$ cat config.mk
export PLATFORM = sky130hd
export DESIGN_NAME = crypt_tx_sched
export DESIGN_NICKNAME = d
export VERILOG_FILES = /design/src/rtl/crypt_pkg.sv /design/src/rtl/rr_arb2.sv /design/src/rtl/crypt_tx_sched.sv
export SDC_FILE = /design/constraint.sdc
export NUM_CORES = 1
export LEC_CHECK = 0
export ABC_AREA = 1
export ABC_CLOCK_PERIOD_IN_PS = 1600
export BUFFER_PORTS_ARGS = -buffer_cell sky130_fd_sc_hd__buf_2
export CAP_MARGIN = 15
export CORE_ASPECT_RATIO = 0.75
export CORE_UTILIZATION = 49
export CTS_CLUSTER_SIZE = 8
export DETAILED_ROUTE_END_ITERATION = 7
export GPL_TIMING_DRIVEN = 0
export MAX_ROUTING_LAYER = met4
export PLACE_DENSITY = 0.79
export SKIP_LAST_GASP = 1
export SLEW_MARGIN = 20
export SYNTH_ARGS = -nofsm -noshare
export SYNTH_HDL_FRONTEND = slang
export SYNTH_SLANG_ARGS = --single-unit
export TNS_END_PERCENT = 30
$ cat constraint.sdc
create_clock -name clk -period 1.6 [get_ports clk]
set_clock_uncertainty 0.15 [all_clocks]
set_input_delay 0.16 -clock clk [delete_from_list [all_inputs] [get_ports clk]]
set_output_delay 0.16 -clock clk [all_outputs]
set_load 0.05 [all_outputs]
$ cat src/rtl/crypt_pkg.sv
// Shared types and constants for the encrypting transmit scheduler.
package crypt_pkg;

  localparam int KEY_W  = 8;
  localparam int DATA_W = 8;

  // Last encoder bit slot: start, data0-7, parity, stop -> 0..10
  localparam logic [3:0] SLOT_LAST = 4'd10;

  typedef enum logic [1:0] {
    IDLE = 2'd0,
    SEND = 2'd1,
    DONE = 2'd2
  } state_t;

  // One-bit left rotation used to roll the key between frames
  function automatic logic [KEY_W-1:0] key_roll(input logic [KEY_W-1:0] k);
    return {k[KEY_W-2:0], k[KEY_W-1]};
  endfunction

endpackage

$ cat src/rtl/rr_arb2.sv
// Two-requester round-robin arbiter with a one-hot grant.
// The pointer remembers who was granted last; on a tie the other side wins.
module rr_arb2 (
  input  logic       clk,
  input  logic       reset,
  input  logic [1:0] req,
  input  logic       advance,
  output logic [1:0] gnt
);

  // 1 means requester 1 was granted last, so requester 0 wins the next tie
  logic last_gnt;

  // Grant selection: sole requester wins, tie goes to the one not served last
  always_comb begin
    gnt = 2'b00;
    case (req)
      2'b01:   gnt = 2'b01;
      2'b10:   gnt = 2'b10;
      2'b11:   gnt = last_gnt ? 2'b01 : 2'b10;
      default: gnt = 2'b00;
    endcase
  end

  // Pointer moves only when the grant is actually consumed
  always_ff @(posedge clk) begin
    if (reset) begin
      last_gnt <= 1'b1;
    end else if (advance && (|gnt)) begin
      last_gnt <= gnt[1];
    end
  end

endmodule

$ cat src/rtl/crypt_tx_sched.sv
// Encrypting transmit scheduler: arbitrates two byte requesters and walks the
// encoder through 11 bit slots of BAUD_DIV cycles each, then one DONE cycle.
// Optional build macro CRYPT_KEY_ROLL_EN rotates the key left by one on every
// entry into DONE (a same-cycle key_load wins).
module crypt_tx_sched
  import crypt_pkg::*;
#(
  parameter int               BAUD_DIV  = 16,
  parameter logic [KEY_W-1:0] RESET_KEY = 8'd13
) (
  input  logic              clk,
  input  logic              reset,
  input  logic              req0_valid,
  input  logic              req1_valid,
  input  logic [DATA_W-1:0] req0_data,
  input  logic [DATA_W-1:0] req1_data,
  output logic              req0_ready,
  output logic              req1_ready,
  input  logic              key_load,
  input  logic [KEY_W-1:0]  key_in,
  output logic [DATA_W-1:0] enc_data,
  output logic [KEY_W-1:0]  enc_key,
  output logic              Tx_WR,
  output logic [3:0]        cur_state,
  output logic              busy,
  output logic              grant_id
);

  localparam int CNT_W = $clog2(BAUD_DIV);

  state_t             state, state_nxt;
  logic [CNT_W-1:0]   baud_cnt;
  logic               baud_end;
  logic               accept;
  logic [1:0]         gnt;
  logic [KEY_W-1:0]   key_reg;

  rr_arb2 u_arb (
    .clk     (clk),
    .reset   (reset),
    .req     ({req1_valid, req0_valid}),
    .advance (accept),
    .gnt     (gnt)
  );

  assign baud_end = (baud_cnt == CNT_W'(BAUD_DIV - 1));

  // Next-state decode; accept only from IDLE and never while reset is held
  always_comb begin
    state_nxt = state;
    accept    = 1'b0;
    case (state)
      IDLE: begin
        if (|gnt) begin
          accept    = ~reset;
          state_nxt = SEND;
        end
      end
      SEND: begin
        if (baud_end && (cur_state == SLOT_LAST)) begin
          state_nxt = DONE;
        end
      end
      DONE:    state_nxt = IDLE;
      default: state_nxt = IDLE;
    endcase
  end

  assign req0_ready = accept & gnt[0];
  assign req1_ready = accept & gnt[1];
  assign Tx_WR      = (state == SEND);
  assign busy       = (state != IDLE);

  // FSM state register
  always_ff @(posedge clk) begin
    if (reset) begin
      state <= IDLE;
    end else begin
      state <= state_nxt;
    end
  end

  // Baud divider and bit-slot index; both sit at zero outside SEND
  always_ff @(posedge clk) begin
    if (reset) begin
      baud_cnt  <= '0;
      cur_state <= 4'd0;
    end else if (state == SEND) begin
      if (baud_end) begin
        baud_cnt  <= '0;
        cur_state <= (cur_state == SLOT_LAST) ? 4'd0 : cur_state + 4'd1;
      end else begin
        baud_cnt  <= baud_cnt + CNT_W'(1);
      end
    end else begin
      baud_cnt  <= '0;
      cur_state <= 4'd0;
    end
  end

  // Frame payload captured at accept and held until the next accept
  always_ff @(posedge clk) begin
    if (reset) begin
      enc_data <= '0;
      enc_key  <= RESET_KEY;
      grant_id <= 1'b0;
    end else if (accept) begin
      enc_data <= gnt[1] ? req1_data : req0_data;
      enc_key  <= key_reg;
      grant_id <= gnt[1];
    end
  end

  // Key register; frames in flight use the copy taken at accept
  always_ff @(posedge clk) begin
    if (reset) begin
      key_reg <= RESET_KEY;
    end else if (key_load) begin
      key_reg <= key_in;
`ifdef CRYPT_KEY_ROLL_EN
    end else if ((state == SEND) && (state_nxt == DONE)) begin
      key_reg <= key_roll(key_reg);
`endif
    end
  end

endmodule

**After elaboration in Yosys (flattened, before gate mapping)**

Index checks and enable logic that the tools add are counted.

- Bits of input ports: 29
- Output and inout bits: 25
- Logic and storage cells: 39
- Bits in registers: 36

- Bitwise operators: 4
- Muxes and demuxes: 9
- Add/sub/neg operators: 2
- Equal/unequal tests: 8
- Reductions and logical operators: 8

Operators with widths:

| kind | count |
|---|---|
| adder 4 x 1 -> 4 bit, second input constant | 2 |
| equality test 4 bit, second input constant | 2 |
| 2-to-1 mux 8 bit | 1 |
| 2-to-1 mux 2 bit | 3 |
| case mux 2 bit (3 select lines) | 1 |
| equality test 2 x 1 -> 1 bit, second input constant | 2 |
| equality test 2 bit, second input constant | 2 |
| 2-to-1 mux 4 bit | 1 |
| case mux 2 bit (2 select lines) | 1 |
| OR reduction 2 bit | 2 |
| OR reduction 3 bit | 1 |
| AND 1 bit | 2 |
| logical AND 1 bit | 2 |
| logical NOT 2 bit | 1 |
| 2-to-1 mux 1 bit | 2 |
| != test 2 x 1 -> 1 bit, second input constant | 1 |
| != test 2 bit, second input constant | 1 |
| inverter 1 bit | 2 |
| AND reduction 2 bit | 1 |
| nonzero test 2 bit | 1 |

**Longest topological paths before layout**

Gate-level depths: netlist of run 1.

- Depth after elaboration: 6
- Mapped depth: 7
- Depth with buffers taken out: 7

**Cells and area by module**

A second synthesis of run 1 with hierarchy kept.

- Cells, all modules: 212
- Area, all modules: 1506.4 um^2

Modules (own cells, without submodules):

| module | area each (um^2) | sequential area each (um^2) | cells each | times used |
|---|---|---|---|---|
| crypt_tx_sched | 1446.4 | 700.7 | 203 | 1 |
| rr_arb2 | 60.1 | 20.0 | 9 | 1 |

**Least setup slack after synthesis of run 1**

OpenSTA, ideal clock, no wires.

- Path kind: register to register
- Start point: reg u_arb.last_gnt
- End point: reg u_arb.last_gnt
- Arrival: 1.439 ns
- Library setup time: 0.063 ns
- Data required time: 1.387 ns
- Buffers on the path: 0
- Stages on the path, launching flop included: 6
- Clock period less this slack: 1.652 ns
- Slack: -0.052 ns
- Cell sequence: dfxtp_1 -> nand2_2 -> nand2_2 -> nor2_1 -> inv_2 -> nand3_1

- Cells in the longest elaborated chain, start to end: 6

RTL lines:

| what | line | text |
|---|---|---|
| start: declaration | rr_arb2.sv:12 | `logic last_gnt;` |
| start signal: assignment | rr_arb2.sv:30 | `last_gnt <= gnt[1];` |
| 2-to-1 mux 2 bit (*) | rr_arb2.sv:20 | `2'b11: gnt = last_gnt ? 2'b01 : 2'b10;` |
| case mux 2 bit (3 select lines) (*) | rr_arb2.sv:17 | `case (req)` |
| OR reduction 2 bit | rr_arb2.sv:29, crypt_tx_sched.sv:54 |  |
| 2-to-1 mux 1 bit | crypt_tx_sched.sv:54 | `if (\|gnt) begin` |
| 2-to-1 mux 1 bit | crypt_tx_sched.sv:52 | `case (state)` |
| logical AND 1 bit | rr_arb2.sv:29 | `end else if (advance && (\|gnt)) begin` |

Every way passes the cells marked *; elsewhere a longest branch is shown, timed or not.
A chain may end at the register's enable or synchronous reset.

**Final worst setup path of run 1**

- Start point: reg state[0]
- End point: out req0_ready

- Cells in the longest elaborated chain, start to end: 3

RTL lines:

| what | line | text |
|---|---|---|
| start: declaration | crypt_tx_sched.sv:31 | `state_t state, state_nxt;` |
| start signal: assignment | crypt_tx_sched.sv:79 | `state <= state_nxt;` |
| logical NOT 2 bit | crypt_tx_sched.sv:52 |  |
| 2-to-1 mux 1 bit | crypt_tx_sched.sv:52 |  |
| AND 1 bit | crypt_tx_sched.sv:69 | `assign req0_ready = accept & gnt[0];` |
| end: declaration | crypt_tx_sched.sv:17 | `output logic req0_ready,` |

No other way between the ends.

==> impl_metrics.tcl, run 1 <==
set metrics [dict create \
    cp-end-kind "output port" \
    syn_avg_cell_area_um2 7.36 \
    post_drt_wl_per_cell_um 10.8 \
    yosysTopAreaCell "dfxtp_1" \
    timing.rr.start "baud_cnt[0]$_SDFF_PP0_" \
    clk_latency_ns 0.29 \
    core-area_um2 2980 \
    fmax_mhz 644 \
    powerDensity_nw_per_um2 997 \
    avgViaCountPerCell 4.72 \
    htree_levels 2 \
    outcome "complete, no violations" \
    drt-initial-drc-count 49 \
    cp.arrival_ns 1.24 \
    fin_crit_ns 1.55 \
    vias 1497 \
    final_cells 317 \
    initial_core_util 0.522 \
    worst_pin_slew_ns 0.384 \
    dp_hpwl_mm 2.29 \
    ys_types 22 \
    drc 0 \
    p_leak_nw 0.996 \
    finalSetupTns_ns 0 \
    start_kind "flop" \
    yosys-top-cells-area "dfxtp_1 (46%), nand2_1 (12%), nor2_1 (10%)" \
    overflow 0 \
    synth_fa_ha_area_frac 0.00805 \
    diodes 0 \
    slew_viol_final 0 \
    max-slew-margin-rel 0.743 \
    place_area_um2 1860 \
    hp-start "req0_data[1]" \
    syn-num-nets 241 \
    dr.pass1.iters 4 \
    grt_pass1_wl_mm 5.58 \
    finish.utilization 0.694 \
    crit_type "reg -> out" \
    synth-seq-area-share 0.464 \
    synthSimpleGateAreaFrac 0.335 \
    peakVddDrop_mv 0.645 \
    rows 17 \
    cts-buffers-inserted 5 \
    muxShareOfSynthArea 0 \
    crit_path_max_fanout 4 \
    fp.dieArea_um2 3400 \
    finalCritPeriodShare 0.970 \
    grt_max_degree 12 \
    preCtsSetupSlack_ns 0.199 \
    antenna_found_initial 0 \
    drive_gt1_frac 0.297 \
    synth-xor-area-share 0.00564 \
    wl_mm 3.43 \
    maxCapViolations 0 \
    pin_count 54 \
    postLayoutSetupSlackWorst_ns 0.0483 \
    gp_congestion 0.782 \
    yosysWarningCount 0 \
    synth-seq-cells 36 \
    cp-startpoint "state[0]$_SDFFE_PP0P_" \
    antenna_left 0 \
    p_total_mw 2.06 \
    hold_ws_ns 0.0198 \
    nets 308 \
    synth_top_family_by_area "simple AND/OR/NAND/NOR gates" \
    grt_pass1_vias 1330 \
    io_buffers 51 \
    clkTransAtPathRegs_ns 0.07 \
    mostFrequentLayoutCell "buf_2" \
    stdcell_area_um2 2070 \
    mostFrequentLayoutCells "buf_2 (49), nand2_1 (48), nor2_1 (41), dfxtp_1 (36), nand3_1 (20)" \
    hold_viol 0 \
    cp_data_required_time_ns 1.29 \
    hold_class "in -> reg" \
    synth_cells 211 \
    cts_tree "built" \
    clockBufferDepth 2 \
    root_buffer "clkbuf_8" \
    die_h_um 50.8 \
    die_w_um 67.0 \
    yosys.area.top_type_share 0.464 \
    area_delta_synth_final_pct 33.0 \
    place_inst 300 \
    netlist_area_um2 1550 \
    rsz0062_at_grt "true" \
    finalSetupViolCount 0 \
    cts_sinks 36 \
    track_usage 0.233 \
    synth_compound_area_frac 0.0990 \
]
-- layer usage --
metal,vias to the layer above,global-route usage,routed length [µm]
met2,46,0.350,1490
li1,801,-,-
met4,0,0.117,74
met1,642,0.291,1660
met3,8,0.0545,206
met5,-,-,0
-- logic make-up after synthesis --
logic type | Yosys count
buffers and inverters | 26
adder cells (fa/ha/maj) | 1
AND/OR/NAND/NOR | 120
flip-flops | 36
XOR/XNOR | 1
AO/OA/AOI/OAI | 27
-- layout make-up --
| cell class | count | area, µm² |
|---|---|---|
| flip-flops and latches | 36 | 721 |
| well taps | 38 | 47.5 |
| fillers | 258 | 911 |
| inverters | 18 | 70.1 |
| clock buffers | 7 | 86.3 |
| repair buffers | 60 | 354 |
| plain buffers | 8 | 67.6 |
| multi-input cells | 149 | 713 |
| clock inverters | 1 | 7.51 |
-- timing repair --
action,4_1_cts,5_1_grt
pin swaps,0,1
hold endpoints to repair,14,0
gates resized for setup,3,3
hold buffers,9,0
setup endpoints to repair,2,1
setup buffers,0,0
-- power breakdown --
group / internal [mW] / switching, mW / total, mW
clock network: 0.350 / 0.331 / 0.680
logic: 0.135 / 0.275 / 0.410
registers: 0.946 / 0.0253 / 0.971
total: 1.43 / 0.631 / 2.06
-- path summary, 6_finish.rpt --
check | endpoint | slack, ns | cells after the start
max reg2reg | state[0]$_SDFFE_PP0P_ | 0.17 | 6
max | req0_ready | 0.05 | 4
min reg2reg | baud_cnt[0]$_SDFF_PP0_ | 0.30 | 1
min | enc_data[1]$_SDFFE_PP0P_ | 0.02 | 5
-- Yosys cell counts, drive strengths merged --
cell / n
xor2: 1
dfxtp: 36
inv: 18
nor2: 46
nor3b: 1
nand3: 21
o21ai: 19
clkbuf: 1
ha: 1
a21oi: 8
nand2: 52
buf: 7
-- worst max-delay path, stage by stage, from the launching register on --
cell and delay (ns):
dfxtp_1 0.34, nor2_4 0.19, nand2_4 0.10, nor2_1 0.12
buf_4 0.20
(Power assumes the default switching activity.)
==> run 2, diff against run 1 <==
--- a/constraint.sdc
+++ b/constraint.sdc
@@ -3,3 +3,3 @@
 set_input_delay 0.16 -clock clk [delete_from_list [all_inputs] [get_ports clk]]
 set_output_delay 0.16 -clock clk [all_outputs]
-set_load 0.05 [all_outputs]
+set_load 0.1 [all_outputs]
==> impl_metrics.tcl, run 2 (synthesis results as in run 1) <==
set metrics [dict create \
    avgViaCountPerCell 4.80 \
    grtUsageMet2 0.370 \
    r2r_cells 6 \
    die_h_um 50.8 \
    grt_pass1_vias 1393 \
    crit_path_max_fanout 4 \
    rows 17 \
    gp_congestion 0.773 \
    area_delta_synth_final_pct 33.4 \
    outcome "complete, no violations" \
    clk_latency_ns 0.28 \
    max-slew-margin-rel 0.673 \
    vias 1517 \
    worst-path-stages 4 \
    crit_path_top_delay_cell "dfxtp_1" \
    slew_viol_final 0 \
    cp_data_required_time_ns 1.29 \
    fp.dieArea_um2 3400 \
    die_w_um 67.0 \
    grt_util_met1 0.304 \
    nets 308 \
    worst_pin_slew_ns 0.494 \
    hold_viol 0 \
    p_switching_mw 0.734 \
    hold_class "in -> reg" \
    finalSetupTns_ns 0 \
    critPathCapture "req0_ready" \
    p_int_mw 1.38 \
    p_seq_frac 0.459 \
    grt_use_met3 0.0545 \
    grt_pass1_wl_mm 5.86 \
    ff2ff_setup_slack_ns 0.18 \
    htree_levels 2 \
    track_usage 0.236 \
    dp_hpwl_mm 2.34 \
    drt-initial-drc-count 55 \
    maxCapViolations 0 \
    reg2reg_to "state[0]$_SDFFE_PP0P_" \
    cp_top_family "simple AND/OR/NAND/NOR gates" \
    pwr-share-comb 0.260 \
    dr.pass1.iters 4 \
    worst_path_most_repeated_cell "nor2_4" \
    swShare 0.347 \
    core-area_um2 2980 \
    post_drt_wl_per_cell_um 10.5 \
    cts-buffers-inserted 5 \
    pin_count 54 \
    drc 0 \
    cts_sinks 36 \
    start_kind "flop" \
    grt_max_degree 11 \
    diodes 0 \
    crit_type "reg -> out" \
    peakVddDrop_mv 0.703 \
    io_buffers 51 \
    crit_buf_inv 1 \
    cp.arrival_ns 1.23 \
    cp-startpoint "state[1]$_SDFFE_PP0P_" \
    postCtsSetupBuffers 0 \
    p_clk_frac 0.280 \
    n_fill_cell 257 \
    worstPathCellList "nor2_4 > nand2_4 > nor2_4 > buf_6" \
    fin_crit_ns 1.54 \
    crit_path_max_incr_delay_ns 0.35 \
    overflow 0 \
    clockBufferDepth 2 \
    finalCritPeriodShare 0.965 \
    cts_tree "built" \
    wl_mm 3.32 \
    rsz0062_at_grt "true" \
    timing.rr.start "baud_cnt[0]$_SDFF_PP0_" \
    p_leak_nw 0.996 \
    initial_core_util 0.522 \
    final_cells 316 \
    clkTransAtPathRegs_ns 0.07 \
    cp-end-kind "output port" \
    powerDensity_nw_per_um2 1020 \
    finalSetupViolCount 0 \
    drive_gt1_frac 0.299 \
    root_buffer "clkbuf_8" \
    place_inst 300 \
    fmax_mhz 648 \
    antenna_found_initial 0 \
    busiest_layer "met2" \
    mostFrequentLayoutCells "nand2_1 (48), buf_2 (48), nor2_1 (40), dfxtp_1 (36), nand3_1 (20)" \
    hold_depth 5 \
    antenna_left 0 \
]
[run 2: cell types whose count changed in the layout (fill, tap and decap cells not counted), sizes merged]
cell / change
buf: -1
clkinv: +1
clkinvlp: -1
[run 2: worst min-delay path by stage]
stage,startpoint,to,slack [ns]
2_1_floorplan,key_in[0],key_reg[0]$_SDFFE_PP1P_,0.13
3_3_place_gp,key_in[2],key_reg[2]$_SDFFE_PP1P_,0.22
3_5_place_dp,key_in[2],key_reg[2]$_SDFFE_PP1P_,0.22
4_1_cts,req0_data[3],enc_data[3]$_SDFFE_PP0P_,0.03
5_1_grt,req0_data[2],enc_data[2]$_SDFFE_PP0P_,0.08
6_report,req0_data[5],enc_data[5]$_SDFFE_PP0P_,0.04
[run 2: what timing repair did]
action                                  4_1_cts  5_1_grt
hold buffers                                  9        0
hold endpoints to repair                     14        0
endpoints found under the setup margin        2        3
resized for setup                             6        2
[run 2: power by group through the flow]
stage               combinational (mW)  sequential (mW)  clock (mW)
CTS                              0.550            0.970       0.602
finish                           0.551            0.971       0.593
detailed placement               0.525            0.990           0
global placement                 0.519            0.990           0
floorplan                        0.218             1.19           0
global route                     0.592            0.976       0.644
[run 2: worst reg2reg max path, stage by stage (launching register included)]
cell	delay, ns
dfxtp_1	0.35
ha_1	0.20
nand2_1	0.08
nor2_1	0.21
nand3_1	0.15
nand2_1	0.09
a21oi_1	0.05
[run 2: final cells by class]
class,count,area [µm²],share of cell area
buffer,8,67.6,0.0326
clock buffer,6,72.6,0.0350
clock inverter,1,5.00,0.00241
inverter,18,70.1,0.0338
multi-input combinational,149,726,0.350
sequential,36,721,0.348
tap,38,47.5,0.0229
timing repair buffer,60,364,0.176
[run 2: layer usage]
layer  wire length, µm  part of all wire
met1              1640              0.49
met2              1520              0.46
met3               128             0.039
met4                29            0.0087
met5                 0                 0
[run 2: metrics by stage]
stage	setup slack, ns	hold WS [ns]	util	total power [mW]	instance area (µm²)
2_1_floorplan	-0.135	0.132	-	1.41	1570
3_3_place_gp	0.0630	0.220	0.630	1.51	1880
3_5_place_dp	0.0638	0.224	0.630	1.51	1880
4_1_cts	-0.00160	0.0330	0.694	2.12	2070
5_1_grt	-0.00554	0.0835	0.696	2.21	2070
6_report	0.0559	0.0366	0.696	2.11	2070
